## src/rtl/note_sequencer.sv

```systemverilog
// Note sequencer: steps through a tone table and drives a registered tone word to a sine generator.
// Define NOTE_SEQUENCER_GATE_EN to turn gate off for the last eighth of each step; otherwise gate follows busy.
module note_sequencer #(
    parameter int FREQSIZE  = 16,
    parameter int ADDRSIZE  = 7,
    parameter int TEMPOSIZE = 24
) (
    input  logic                 clk,
    input  logic                 reset_n,
    input  logic                 start,
    input  logic                 stop,
    input  logic                 loop_en,
    input  logic [TEMPOSIZE-1:0] tempo,
    input  logic [ADDRSIZE-1:0]  last_idx,
    output logic [ADDRSIZE-1:0]  rom_addr,
    input  logic [FREQSIZE-1:0]  rom_data,
    output logic [FREQSIZE-1:0]  freq,
    output logic                 freq_valid,
    output logic                 busy,
    output logic                 done,
    output logic                 gate
);

    localparam logic [1:0] S_IDLE  = 2'd0;
    localparam logic [1:0] S_FETCH = 2'd1;
    localparam logic [1:0] S_LOAD  = 2'd2;
    localparam logic [1:0] S_HOLD  = 2'd3;

    // FETCH and LOAD take one cycle each, so a step shorter than 3 cycles cannot be honoured.
    localparam logic [TEMPOSIZE-1:0] MIN_TEMPO = TEMPOSIZE'(3);

    logic [1:0]           r_state;
    logic [ADDRSIZE-1:0]  r_rom_addr;
    logic [FREQSIZE-1:0]  r_freq;
    logic                 r_freq_valid;
    logic                 r_done;
    logic [TEMPOSIZE-1:0] r_tempo_l;
    logic [ADDRSIZE-1:0]  r_last_idx_l;
    logic [TEMPOSIZE-1:0] r_count;

    logic [TEMPOSIZE-1:0] w_tempo_clamped;
    logic                 w_busy;
    logic                 w_gate;

    assign w_tempo_clamped = (tempo < MIN_TEMPO) ? MIN_TEMPO : tempo;
    assign w_busy          = (r_state != S_IDLE);

    always_ff @(posedge clk or negedge reset_n) begin
        if (!reset_n) begin
            r_state      <= S_IDLE;
            r_rom_addr   <= '0;
            r_freq       <= '0;
            r_freq_valid <= 1'b0;
            r_done       <= 1'b0;
            r_tempo_l    <= '0;
            r_last_idx_l <= '0;
            r_count      <= '0;
        end else begin
            // NOTE: non-blocking assignments here; the pulse defaults below are overridden later in the same block.
            r_freq_valid <= 1'b0;
            r_done       <= 1'b0;
            if (w_busy && stop) begin
                r_state <= S_IDLE;
                r_freq  <= '0;
            end else begin
                case (r_state)
                    S_IDLE: begin
                        if (start && !stop) begin
                            r_state      <= S_FETCH;
                            r_tempo_l    <= w_tempo_clamped;
                            r_last_idx_l <= last_idx;
                            r_rom_addr   <= '0;
                        end
                    end
                    S_FETCH: r_state <= S_LOAD;
                    S_LOAD: begin
                        r_state      <= S_HOLD;
                        r_freq       <= rom_data;
                        r_freq_valid <= 1'b1;
                        r_count      <= r_tempo_l - MIN_TEMPO;
                    end
                    S_HOLD: begin
                        if (r_count != '0) begin
                            r_count <= r_count - TEMPOSIZE'(1);
                        end else if (r_rom_addr != r_last_idx_l) begin
                            r_rom_addr <= r_rom_addr + ADDRSIZE'(1);
                            r_state    <= S_FETCH;
                        end else if (loop_en) begin
                            r_rom_addr <= '0;
                            r_state    <= S_FETCH;
                        end else begin
                            r_done  <= 1'b1;
                            r_state <= S_IDLE;
                        end
                    end
                    default: r_state <= S_IDLE;
                endcase
            end
        end
    end

`ifdef NOTE_SEQUENCER_GATE_EN
    assign w_gate = (r_state == S_HOLD) && (r_count >= (r_tempo_l >> 3));
`else
    assign w_gate = w_busy;
`endif

    assign rom_addr   = r_rom_addr;
    assign freq       = r_freq;
    assign freq_valid = r_freq_valid;
    assign busy       = w_busy;
    assign done       = r_done;
    assign gate       = w_gate;

endmodule
```

## config.mk

```make
export PLATFORM = sky130hd
export DESIGN_NAME = note_sequencer
export DESIGN_NICKNAME = d
export VERILOG_FILES = /design/src/rtl/note_sequencer.sv
export SDC_FILE = /design/constraint.sdc
export NUM_CORES = 1
export LEC_CHECK = 0
export ABC_AREA = 1
export BUFFER_PORTS_ARGS = -buffer_cell sky130_fd_sc_hd__clkbuf_2
export CORE_ASPECT_RATIO = 0.6
export CORE_MARGIN = 2
export CORE_UTILIZATION = 49
export DETAILED_ROUTE_END_ITERATION = 7
export PLACE_DENSITY_LB_ADDON = 0.1
export RECOVER_POWER = 25
export REMOVE_ABC_BUFFERS = 1
export SLEW_MARGIN = 15
export SYNTH_ARGS = -nofsm -noshare
export SYNTH_HDL_FRONTEND = slang
export SYNTH_SLANG_ARGS = --single-unit
```

## constraint.sdc

```tcl
create_clock -name clk -period 4.7 [get_ports clk]
set_clock_uncertainty 0.1 [all_clocks]
set_input_delay 0 -clock clk [delete_from_list [all_inputs] [get_ports clk]]
set_output_delay 0 -clock clk [all_outputs]
set_load 0.01 [all_outputs]
```

==> results.txt, run 1 <==
- TritonCTS built the clock tree.
- Of the cells placed in the final design, the portion with a size suffix greater than 1 is 0.124.
* Peak clock frequency supported by timing: 334 MHz
- Clock network fraction of design power: 0.199
- Average wire per standard cell: 13.6 um
- Relative contribution of sequential cells to total power: 0.328
- Resized Gates After CTS: 0
* Max IR drop VDD: 0.000267 V
- Pins over their slew limit: 83
* IO Pins: 79
- Setup repair after global routing left no endpoint under its margin.
- Number of buffers inserted by post-CTS setup repair: 0
* Crit Path Class: reg2reg
- Final weighted congestion in routability-driven placement: 0.934
* Delay of the slowest critical-path stage: 0.53 ns
- The checks that failed: capacitance limit, slew limit.
- On the final layout, the worst hold slack is 0.0995 ns.
- Counting both buffers and inverters, the worst setup path holds a total of 3.
- Level count of the clock H-tree: 3
* GRT overflow: 0
- Die Outline Area: 0.0115 sq mm
- Cell depth of the worst min-delay path: 5
- Nets: 941
- On the critical path, the stage with the largest delay is an instance of inv_1.
- Routed via count divided by cell count: 5.09
- The flow ran to the end, but the final reports show violations.
- Dividing the final minimum period by the clock period gives 0.637.
* Post-detailed-routing wire length: 14.0 mm
* Vias after detailed routing: 5,222
- First-pass GRT wire length: 22.9 mm
* Number of buffer cells added on primary ports: 78
* DRC Markers: 0
- Smallest setup slack after layout: 1.71 ns
- Clock Sinks: 82
- For this run, the number of Yosys warnings is 0.
* List of cells traversed by the critical path: ha_1 > buf_4 > inv_1 > a21oi_1 > nand2_4 > inv_4 > nand3_1 > o21ai_2
- For this run, the total global-route usage over all layers was measured as 0.256.
- Clock Tree Root: clkbuf_16
- Worst-path clk slew: 0.06 ns
- Max transition margin: -0.374
* Post-layout instance count excluding filler cells: 1,026
- Synthesis inferred 82 register bits.
- For the worst setup path, the data arrival time is 3.17 ns.
- The worst hold path belongs to the class in2reg.
- TritonCTS Buffers: 9
- Number of antenna-violating nets in the routed design: 0
- Most common cell after layout, fill and taps aside: nand2_1
- Nature of the critical path endpoint: flop
- Initial antenna violation count: 0
* Total number of placement rows: 29
- Counting along the longest clock path gives a buffer depth of 2.
* Clock Latency Late Sink: 0.35 ns
- Maximum fanout along the worst path: 32
* Cell area after technology mapping: 0.00520 sq mm
- After legalization and detailed placement, the total HPWL measured 9.76 mm.
- In this run the static leakage power is 0.00319 uW.
- Critical Path Start Type: flop
- Horizontal extent of the die: 137 um
- Int Pwr: 2090 uW
- The total area inside the core boundary comes to 0.0105 sq mm.
- Net switching component of the power: 1820 uW
* Shortest period the worst path allows: 2.99 ns
* Worst slack after detailed placement: 1.79 ns
- Setup violations remaining at the end of the flow were counted as 0.
- Number of placed instances with taps included: 959
* Antenna Cells: 0
- Part of the total power dissipated in combinational logic: 0.474
- Max_cap viols: 1
- In this run the power density over the cells is 602 mW/mm^2.
- Starting density of the core: 0.498
- Of the total power, the share spent switching nets is 0.466.
- dfrtp_1 takes more of the synthesized area than any other cell.
- Power Total: 3910 uW
* Library cells used by synthesis: 37
* Iteration-0 DRC Markers: 429
- Top cell type's share of synthesized area: 0.394
* Die Span Y: 83.8 um
- The worst hold path terminates at r_tempo_l[15].
- By area the synthesized netlist is led by dfrtp_1 (39%), nand2_1 (17%), nand3_1 (7.8%).
- Cells after Synth: 762
- Commonest non-fill, non-tap cells in the layout: nand2_1 (242), nor2_1 (95), inv_1 (90)
- Worst reg2reg path depth: 8
* Worst Min Path Start: start
- For the worst setup path, the data required time is 4.88 ns.
* Actual transition at the worst max-transition pin: 2.06 ns
- Number of iterations in the first detailed-routing pass: 6
* Vias in the first global route: 4,821
- Setup slack on the worst reg-to-reg path comes out at 1.71 ns.
- Entering global routing, the biggest net connects 83 pins.
* Final-layout setup total negative slack: 0 ns
* Category of cells accounting for the largest share of critical-path delay: buffers and inverters
- Mapped Avg Cell Area: 6.83 sq um
- The worst register-to-register path ends at r_count[2].
* Final hold violation count: 0
- The worst register-to-register path begins at r_state[0].
* Layout overhead on the synthesized area: 24.6%
- Portion of the post-synthesis area used by sequential elements: 0.394
[worst max path at each step]
stage	slack [ns]	endpoint	start	depth (start not counted)
after global placement	1.94	r_count[2]	r_state[0]	8
after CTS	1.75	r_tempo_l[0]	r_state[0]	9
after detailed placement	1.79	r_count[2]	r_state[0]	8
after floorplan	1.63	r_tempo_l[0]	r_state[0]	7
final	1.71	r_count[2]	r_state[0]	8
after global routing	1.49	r_tempo_l[0]	r_state[0]	9
[through the flow]
step / instance area (sq um) / utilization
after floorplan: 5080 / -
after global placement: 5680 / 0.543
after detailed placement: 5680 / 0.543
after CTS: 6510 / 0.623
after global routing: 6490 / 0.621
final: 6490 / 0.621
[power groups by stage]
stage	clock [uW]	combinational [uW]	sequential, uW
after global placement	0	1740	1270
after floorplan	0	1280	1250
after global routing	815	2100	1320
after CTS	790	1850	1270
after detailed placement	0	1790	1280
final	776	1850	1280
[cell type report]
cell class | instances | area, sq um
multi-input cells | 565 | 2690
clock buffers | 9 | 225
repair buffers | 131 | 893
clock inverters | 7 | 98.8
fillers | 961 | 3960
inverters | 93 | 352
well taps | 139 | 174
flip-flops and latches | 82 | 2050
[cells in the mapped netlist (all sizes together)]
| cell type | number |
|---|---|
| a21o | 1 |
| xnor2 | 6 |
| a21boi | 1 |
| a21oi | 5 |
| and2 | 1 |
| ha | 7 |
| nand3 | 88 |
| clkinv | 1 |
| buf | 13 |
| dfrtp | 82 |
| inv | 92 |
| o211ai | 1 |
| nand3b | 1 |
| nand4 | 14 |
| o31ai | 1 |
| o21bai | 1 |
| o21ai | 69 |
| nor2 | 105 |
| nand2 | 244 |
| nor4 | 1 |
| xor2 | 12 |
| clkbuf | 9 |
| nor3 | 5 |
| a2bb2oi | 2 |
[tightest hold or removal path, stage by stage]
cell	delay [ns]
clkbuf_2	0.08
nand2_1	0.12
nor2_4	0.15
nand2_1	0.08
o21ai_0	0.06
[kinds of logic (layout without fill, tap and decap cells)]
group,count (synthesis),after routing,synth area share
and+or+nand+nor,459,459,0.380
buffers and inverters,115,240,0.0909
AOI/OAI and AO/OA,81,81,0.0877
DFF,82,82,0.394
xor gates and xnor gates,18,18,0.0303
adders and majority gates,7,7,0.0168
[sequential cells by signal, indices dropped and copies added, names as in the netlist]
name,count
r_count,24
r_tempo_l,24
freq,16
r_last_idx_l,7
rom_addr,7
r_state,2
done,1
freq_valid,1
[routing by layer]
layer | global-route usage | wire length (um) | vias to the layer above
met3 | 0.0698 | 1100 | 15
li1 | - | - | 2657
met4 | 0.0722 | 177 | 0
met5 | 0 | 0 | -
met1 | 0.379 | 6930 | 2364
met2 | 0.365 | 5790 | 186
[what timing repair did]
action,CTS,global route
hold endpoints to repair,131,0
setup endpoints to repair,0,0
hold buffers,51,0
Note: power is estimated with default switching activity, not from simulation.
==> run 2: changes to the inputs <==
Settings changed: ABC_AREA 1 to 0.
Clock period 4.7 ns to 3.1 ns, I/O delays scaled along.
==> run 2 against run 1 <==
  * The flow still finishes with violations (capacitance limit, slew limit)
  * Clock-buffer cell count is 1 higher
  * Routed wire length is 10% lower
  * Via count is 18% lower
  * Die area is 9.2% lower
  * Worst setup slack worse by 1.0 ns
  * Flip-flop and latch count stayed put
  * Core utilization is 3.1 points higher
  * Highest routed layer unchanged
  * Critical path depth is 1 higher
  * Hold slack worse by 0.086 ns
  * Non-clock buffer count is 10 higher
  * Critical endpoint is now r_count[22]
  * Synthesized cell count is 30% lower
==> results.txt, run 2 <==
- The top cell types in the final layout, fill and taps aside, are nand2_1 (151), dfrtp_1 (82), clkbuf_2 (77).
* Cells after Synth: 534
- Antenna Cells: 0
* TritonCTS Buffers: 9
- The tool flagged a number of max-cap violations equal to 2.
* Maximum fanout along the worst path: 20
- Based on the critical path, the design can be clocked at up to 418 MHz.
* Proportion of layout cells with a drive suffix above 1: 0.189
* Most used standard cell by instance count after synthesis: nand2_1
* Number of buffers inserted by post-CTS setup repair: 0
* Number of antenna-violating nets in the routed design: 0
- Number of iterations in the first detailed-routing pass: 5
- For this run, the register share of the synthesized area comes to 0.436.
* Synth warnings: 0
* Final weighted congestion in routability-driven placement: 0.883
- The path class of the tightest hold or removal check is in2reg.
- STA classifies the critical path startpoint as a flop.
- Final critical-path share of the clock period: 0.772
- The detailed router placed 4,285 vias in this run.
- Top cell type's share of synthesized area: 0.436
- At the later pin of the worst-skew pair, clock insertion delay measures 0.34 ns.
- Violations in the final reports: capacitance limit, slew limit
* Most used flip-flop cell after synthesis: dfrtp_1
* Number of buffer cells added on primary ports: 78
* Clock Sinks: 82
- Post-synth top cells: nand2_1 (151), dfrtp_1 (82), o21ai_0 (30)
* Leading area contributor after synthesis: dfrtp_1
- STA puts the critical path data required time at 3.22 ns.
- Counting flops and latches in the post-synthesis netlist gives 82.
- During I/O placement, the number of pins put on the boundary was 79.
* Nets: 715
- Leaving out fill and tap cells, the most frequent cell in the layout is nand2_1.
- Iteration-0 DRC Markers: 348
* CTS tree: yes
* Largest net degree at the start of global routing: 37
- In this run the clock root is driven by a clkbuf_16.
- Nature of the critical path endpoint: flop
* DRC Markers: 0
* Met1 layer usage reported by global route: 0.405
- The floorplan has 27 rows.
- Leakage: 0.00274 uW
- met1 is the most crowded layer.
* GR Util met3: 0.0523
* Initial antenna violation count: 0
* Crit Path Class: reg2reg
- Max transition margin: -0.304
- Level count of the clock H-tree: 3
- Vias in the first global route: 4,104
- Setup repair after global routing missed its margin: false
- The region available for standard cell placement spans 0.00926 sq mm.
- Relative to the synthesized area, the layout overhead comes to 28.2%.
- A synthesized cell averages 8.81 sq um.
- Detailed placement finished with a half-perimeter wire length of 8.72 mm.
* Asr flop ratio synth: 1.00
- Final Hold Slack: 0.0136 ns
* Post-detailed-routing wire length: 12.6 mm
- The die covers 0.0104 sq mm.
* CTS Buffer Depth: 2
- Dividing the detail-routed wire length by the instance count gives 15.9 um.
- Cell area after technology mapping: 0.00471 sq mm
- Overall fraction of global-route tracks in use: 0.262
- Library cells used by synthesis: 65
- Die Span Y: 79.9 um
* Final hold violation count: 0
- Run status: finished, violations left
- Starting density of the core: 0.508
- Setup violations remaining at the end of the flow were counted as 0.
- After detailed routing, the number of vias per cell comes to 5.42.
- Top area cells in the synthesized netlist: dfrtp_1 (44%), nand2_1 (12%), mux2i_1 (3.4%)
* Data arrival time of the worst path: 2.51 ns
* First-pass GRT wire length: 20.9 mm
- Met2 usage: 0.374
- Resized Gates After CTS: 0
- The number of max-slew violations in the final report came to 73.
* Actual transition at the worst max-transition pin: 1.96 ns
- The die is 131 um wide.
- The worst path needs 2.39 ns of the cycle, external delays included.
- Final-layout setup total negative slack: 0 ns
- Pwr per Cell Area: 887 mW/mm^2
* Number of enable-type register cells in the synthesized netlist: 0
- IR analysis of the VDD net gives a maximum drop of 0.000437 V.
* Worst-path clk slew: 0.06 ns
* GRT overflow: 0
run 2: changes by cell type after synthesis, moves of 7 or more:
cell	change
nand2_1	-91
inv_1	-81
nand3_1	-71
nor2_1	-70
o21ai_0	-31
mux2i_1	+16
nor3_1	+14
nor4_1	+14
clkbuf_1	+10
or3_1	+9
nand3_2	-7
o21ai_2	-7
run 2: path summary, 6_finish.rpt:
kind / startpoint / endpoint / slack (ns) / cells past startpoint
max in group asynchronous: reset_n / rom_addr[0] / 0.92 / 3
hold reg to reg: freq[13] / freq[13] / 0.37 / 2
setup / recovery: r_state[0] / r_count[22] / 0.71 / 9
min in group asynchronous: reset_n / r_tempo_l[3] / 0.72 / 3
setup reg to reg: r_state[0] / r_count[22] / 0.71 / 9
hold / removal: start / r_state[1] / 0.01 / 4
run 2: metal layers:
layer	wire length (um)	vias up
met5	0	-
met4	125	0
met3	751	11
met2	5220	122
met1	6470	2022
li1	-	2130
run 2: final cells by class:
class | instances | area [sq um]
sequential | 82 | 2050
inverter | 9 | 33.8
clock buffer | 10 | 229
multi-input combinational | 413 | 2490
tap | 130 | 163
fill | 763 | 3220
clock inverter | 5 | 80.1
timing repair buffer | 141 | 982
run 2: where the power goes:
group          switching [uW]  internal, uW
Clock                     424           699
Sequential                606          1540
Combinational            1170           909
run 2: cells by family (layout without fill, tap and decap cells):
family,count (synthesis),in the layout,share of synthesized area
adder cells (fa/ha/maj),7,7,0.0186
XOR/XNOR,24,24,0.0447
flip-flops,82,82,0.436
AO/OA/AOI/OAI,92,92,0.141
buffers and inverters,39,165,0.0356
AND/OR/NAND/NOR,270,270,0.281
multiplexers,20,20,0.0436
run 2: worst max-delay path: stages, from the launching register on:
cell and delay [ns]:
dfrtp_1 0.43, inv_1 0.12, ha_1 0.31, nand2b_1 0.27
o21ai_1 0.10, buf_4 0.17, a41oi_2 0.17, buf_4 0.28
nor2_1 0.06, a221o_1 0.26
run 2: through the flow:
stage | util | std cells | worst slack (ns) | total power, uW | area, sq um
floorplan | - | 504 | 0.184 | 3410 | 4570
CTS | 0.653 | 790 | 0.711 | 5360 | 6040
finish | 0.652 | 790 | 0.706 | 5350 | 6030
global route | 0.652 | 790 | 0.440 | 5760 | 6030
detailed placement | 0.564 | 724 | 0.738 | 4160 | 5220
global placement | 0.564 | 724 | 0.770 | 4100 | 5220
run 2: timing repair:
action	in CTS	in global routing
hold buffers	51	0
hold endpoints to repair	132	0
setup endpoints to repair	0	0
==> run 3: changes to the inputs <==
Clock period 3.1 ns to 2.1 ns, I/O delays scaled along.
==> run 3 against run 2 <==
  * Clock-buffer cell count unchanged
  * Sequential share of layout area decreased by 4.8 points
  * Final cell count increased by 11%
  * Maximum frequency increased by 9.9%
  * Critical path depth decreased by 2
  * Hold slack improved by 0.029 ns
  * Combinational power increased by 120%
  * The flow finishes with violations (setup timing)
  * Flip-flop and latch count unchanged
  * Global-route usage increased by 1.5 points
  * Register-to-register slack got worse by 0.78 ns
  * Via count increased by 11%
==> results.txt, run 3 (synthesis results as in run 2) <==
- The run finished, with violations left.
* Violations in the final reports: setup timing
- Actual transition at the worst max-transition pin: 1.45 ns
- Number of placed instances with taps included: 796
- Horizontal extent of the die: 131 um
* GRT overflow: 0
- Counting instances, the worst hold path has a depth of 5.
* Final setup violating endpoints: 10
- Die Outline Area: 0.0104 sq mm
- Counting every sink on the clock net gives 82.
* Launch instance of the worst register-to-register path: r_count[10]
- RR Endpoint: r_count[18]
- Crit Path Class: reg2reg
* DRC Markers: 0
- Clock Tree Root: clkbuf_16
- Measured along the y axis, the die boundary spans 79.9 um.
* Largest net degree at the start of global routing: 66
- 79 I/O pins were placed.
- The top cell types in the final layout, fill and taps aside, are nand2_1 (150), buf_4 (86), dfrtp_1 (81).
- After the first detailed-routing iteration, the DRC count stood at 366.
- Leaving out filler cells and counting taps, the final layout contains 873.
- Final critical-path share of the clock period: 1.04
* Number of iterations in the first detailed-routing pass: 5
- The min-delay analysis places its worst path in the category in2reg.
- Setup slack, reg-to-reg: -0.08 ns
* Most common cell after layout, fill and taps aside: nand2_1
- Final hold violation count: 0
- Clock Latency Late Sink: 0.34 ns
- FF+latch area: 0.00205 sq mm
* Initial antenna violation count: 0
- The count of buffers added on input and output ports is 78.
* Smallest setup slack after layout: -0.0780 ns
- Critical Path Start Type: flop
- On the final layout, the worst hold slack is 0.0423 ns.
* Routed via count divided by cell count: 5.43
- Counting the fill cells in the layout gives 675.
- In the final design database the tool counted 798 nets.
* First-pass GRT wire length: 22.1 mm
* Nature of the critical path endpoint: flop
- For this design the static power due to leakage is 0.00323 uW.
- Final weighted congestion in routability-driven placement: 0.921
* Post-detailed-routing wire length: 14.0 mm
* Hold Crit Endpoint: done
- No sink is reached through more buffers than the 2 on the longest clock path.
* Maximum fanout along the worst path: 5
- Derived from the worst setup path, the maximum achievable clock frequency is 459 MHz.
- Summing all multi-input logic gate instances after layout gives 0.00281 sq mm.
- For this configuration, the core starts out at a cell density of 0.508.
* Number of antenna-violating nets in the routed design: 0
* Max_cap viols: 0
* Core Region: 0.00926 sq mm
* Required arrival time at the worst endpoint: 2.23 ns
* Pins over their slew limit: 0
* Antenna Cells: 0
- The via count of the first global-routing pass is 4,452.
- Data arrival time of the worst path: 2.31 ns
- Dividing the detail-routed wire length by the instance count gives 16.1 um.
- For this run, the share of the core covered by cells in the final layout is 0.759.
- For the worst flop-to-flop path, the logic depth is 7.
- Max IR drop VDD: 0.000781 V
* Max transition margin: 0.0336
- In the final layout, the share of cells above drive strength 1 is 0.312.
- The startpoint identified for the worst hold timing path is loop_en.
- Setup repair after global routing could not meet its margin everywhere.
- HPWL after detailed placement: 9.63 mm
- After floorplanning, the core was divided into 27 placement rows.
* TritonCTS Buffers: 9
- For the final routed database, the setup TNS stands at -0.389 ns.
* Layout overhead on the synthesized area: 49.3%
* Shortest period the worst path allows: 2.18 ns
- For this block, the via count after detailed routing is 4,737.
- Power spread over the standard cell area amounts to 1330 mW/mm^2.
- Worst-path clk slew: 0.06 ns
- CTS tree: yes
- Across every metal layer, demand over resource in global routing totals 0.277.
- The clock tree synthesis step divided the H-tree into 3 levels.
run 3: critical path, cell delays in order, from the launching register on:
cell and delay, ns:
dfrtp_1 0.38, nor3_1 0.40, buf_4 0.22, nand4_4 0.14, buf_6 0.18, nor4_4 0.21, mux2i_1 0.12, a221oi_1 0.32
run 3: timing repair:
item / in CTS / in global routing
resized for setup: 24 / 46
hold endpoints to repair: 111 / 0
buffers inserted: 3 / 9
pin swaps: 5 / 22
endpoints found under the setup margin: 23 / 30
cloned: 0 / 1
hold buffers: 49 / 0
run 3: cell type report:
class / instances / area share
clock inverters: 5 / 0.0112
clock buffers: 10 / 0.0340
repair buffers: 224 / 0.235
multi-input cells: 413 / 0.400
flip-flops and latches: 82 / 0.292
inverters: 9 / 0.00481
well taps: 130 / 0.0232
run 3: power by group:
part	internal, uW	switching (uW)	total (uW)
logic	2210	2460	4670
clock network	1060	617	1680
registers	2270	706	2980
run 3: worst max path at each step:
stage / from / end / slack, ns
global route: r_count[10] / r_count[18] / -0.19
global placement: r_count[2] / r_count[21] / -0.09
detailed placement: r_count[1] / r_count[22] / -0.12
CTS: r_count[0] / r_count[22] / -0.04
finish: r_count[10] / r_count[18] / -0.08
floorplan: r_state[0] / r_count[22] / -0.82
run 3: stage by stage:
step | power [uW] | setup slack, ns | cell area [sq um]
6_report | 9330 | -0.0780 | 7030
5_1_grt | 9940 | -0.189 | 7030
4_1_cts | 8850 | -0.0353 | 6740
3_5_place_dp | 6880 | -0.123 | 5780
3_3_place_gp | 6710 | -0.0875 | 5780
2_1_floorplan | 5040 | -0.816 | 4570
run 3: per-layer routing:
layer  global-route usage  vias up  share of wire
li1                     -     2311              -
met4               0.0532        0         0.0083
met3               0.0697       12          0.061
met1                0.397     2265           0.47
met2                0.427      149           0.46
met5                    0        -              0
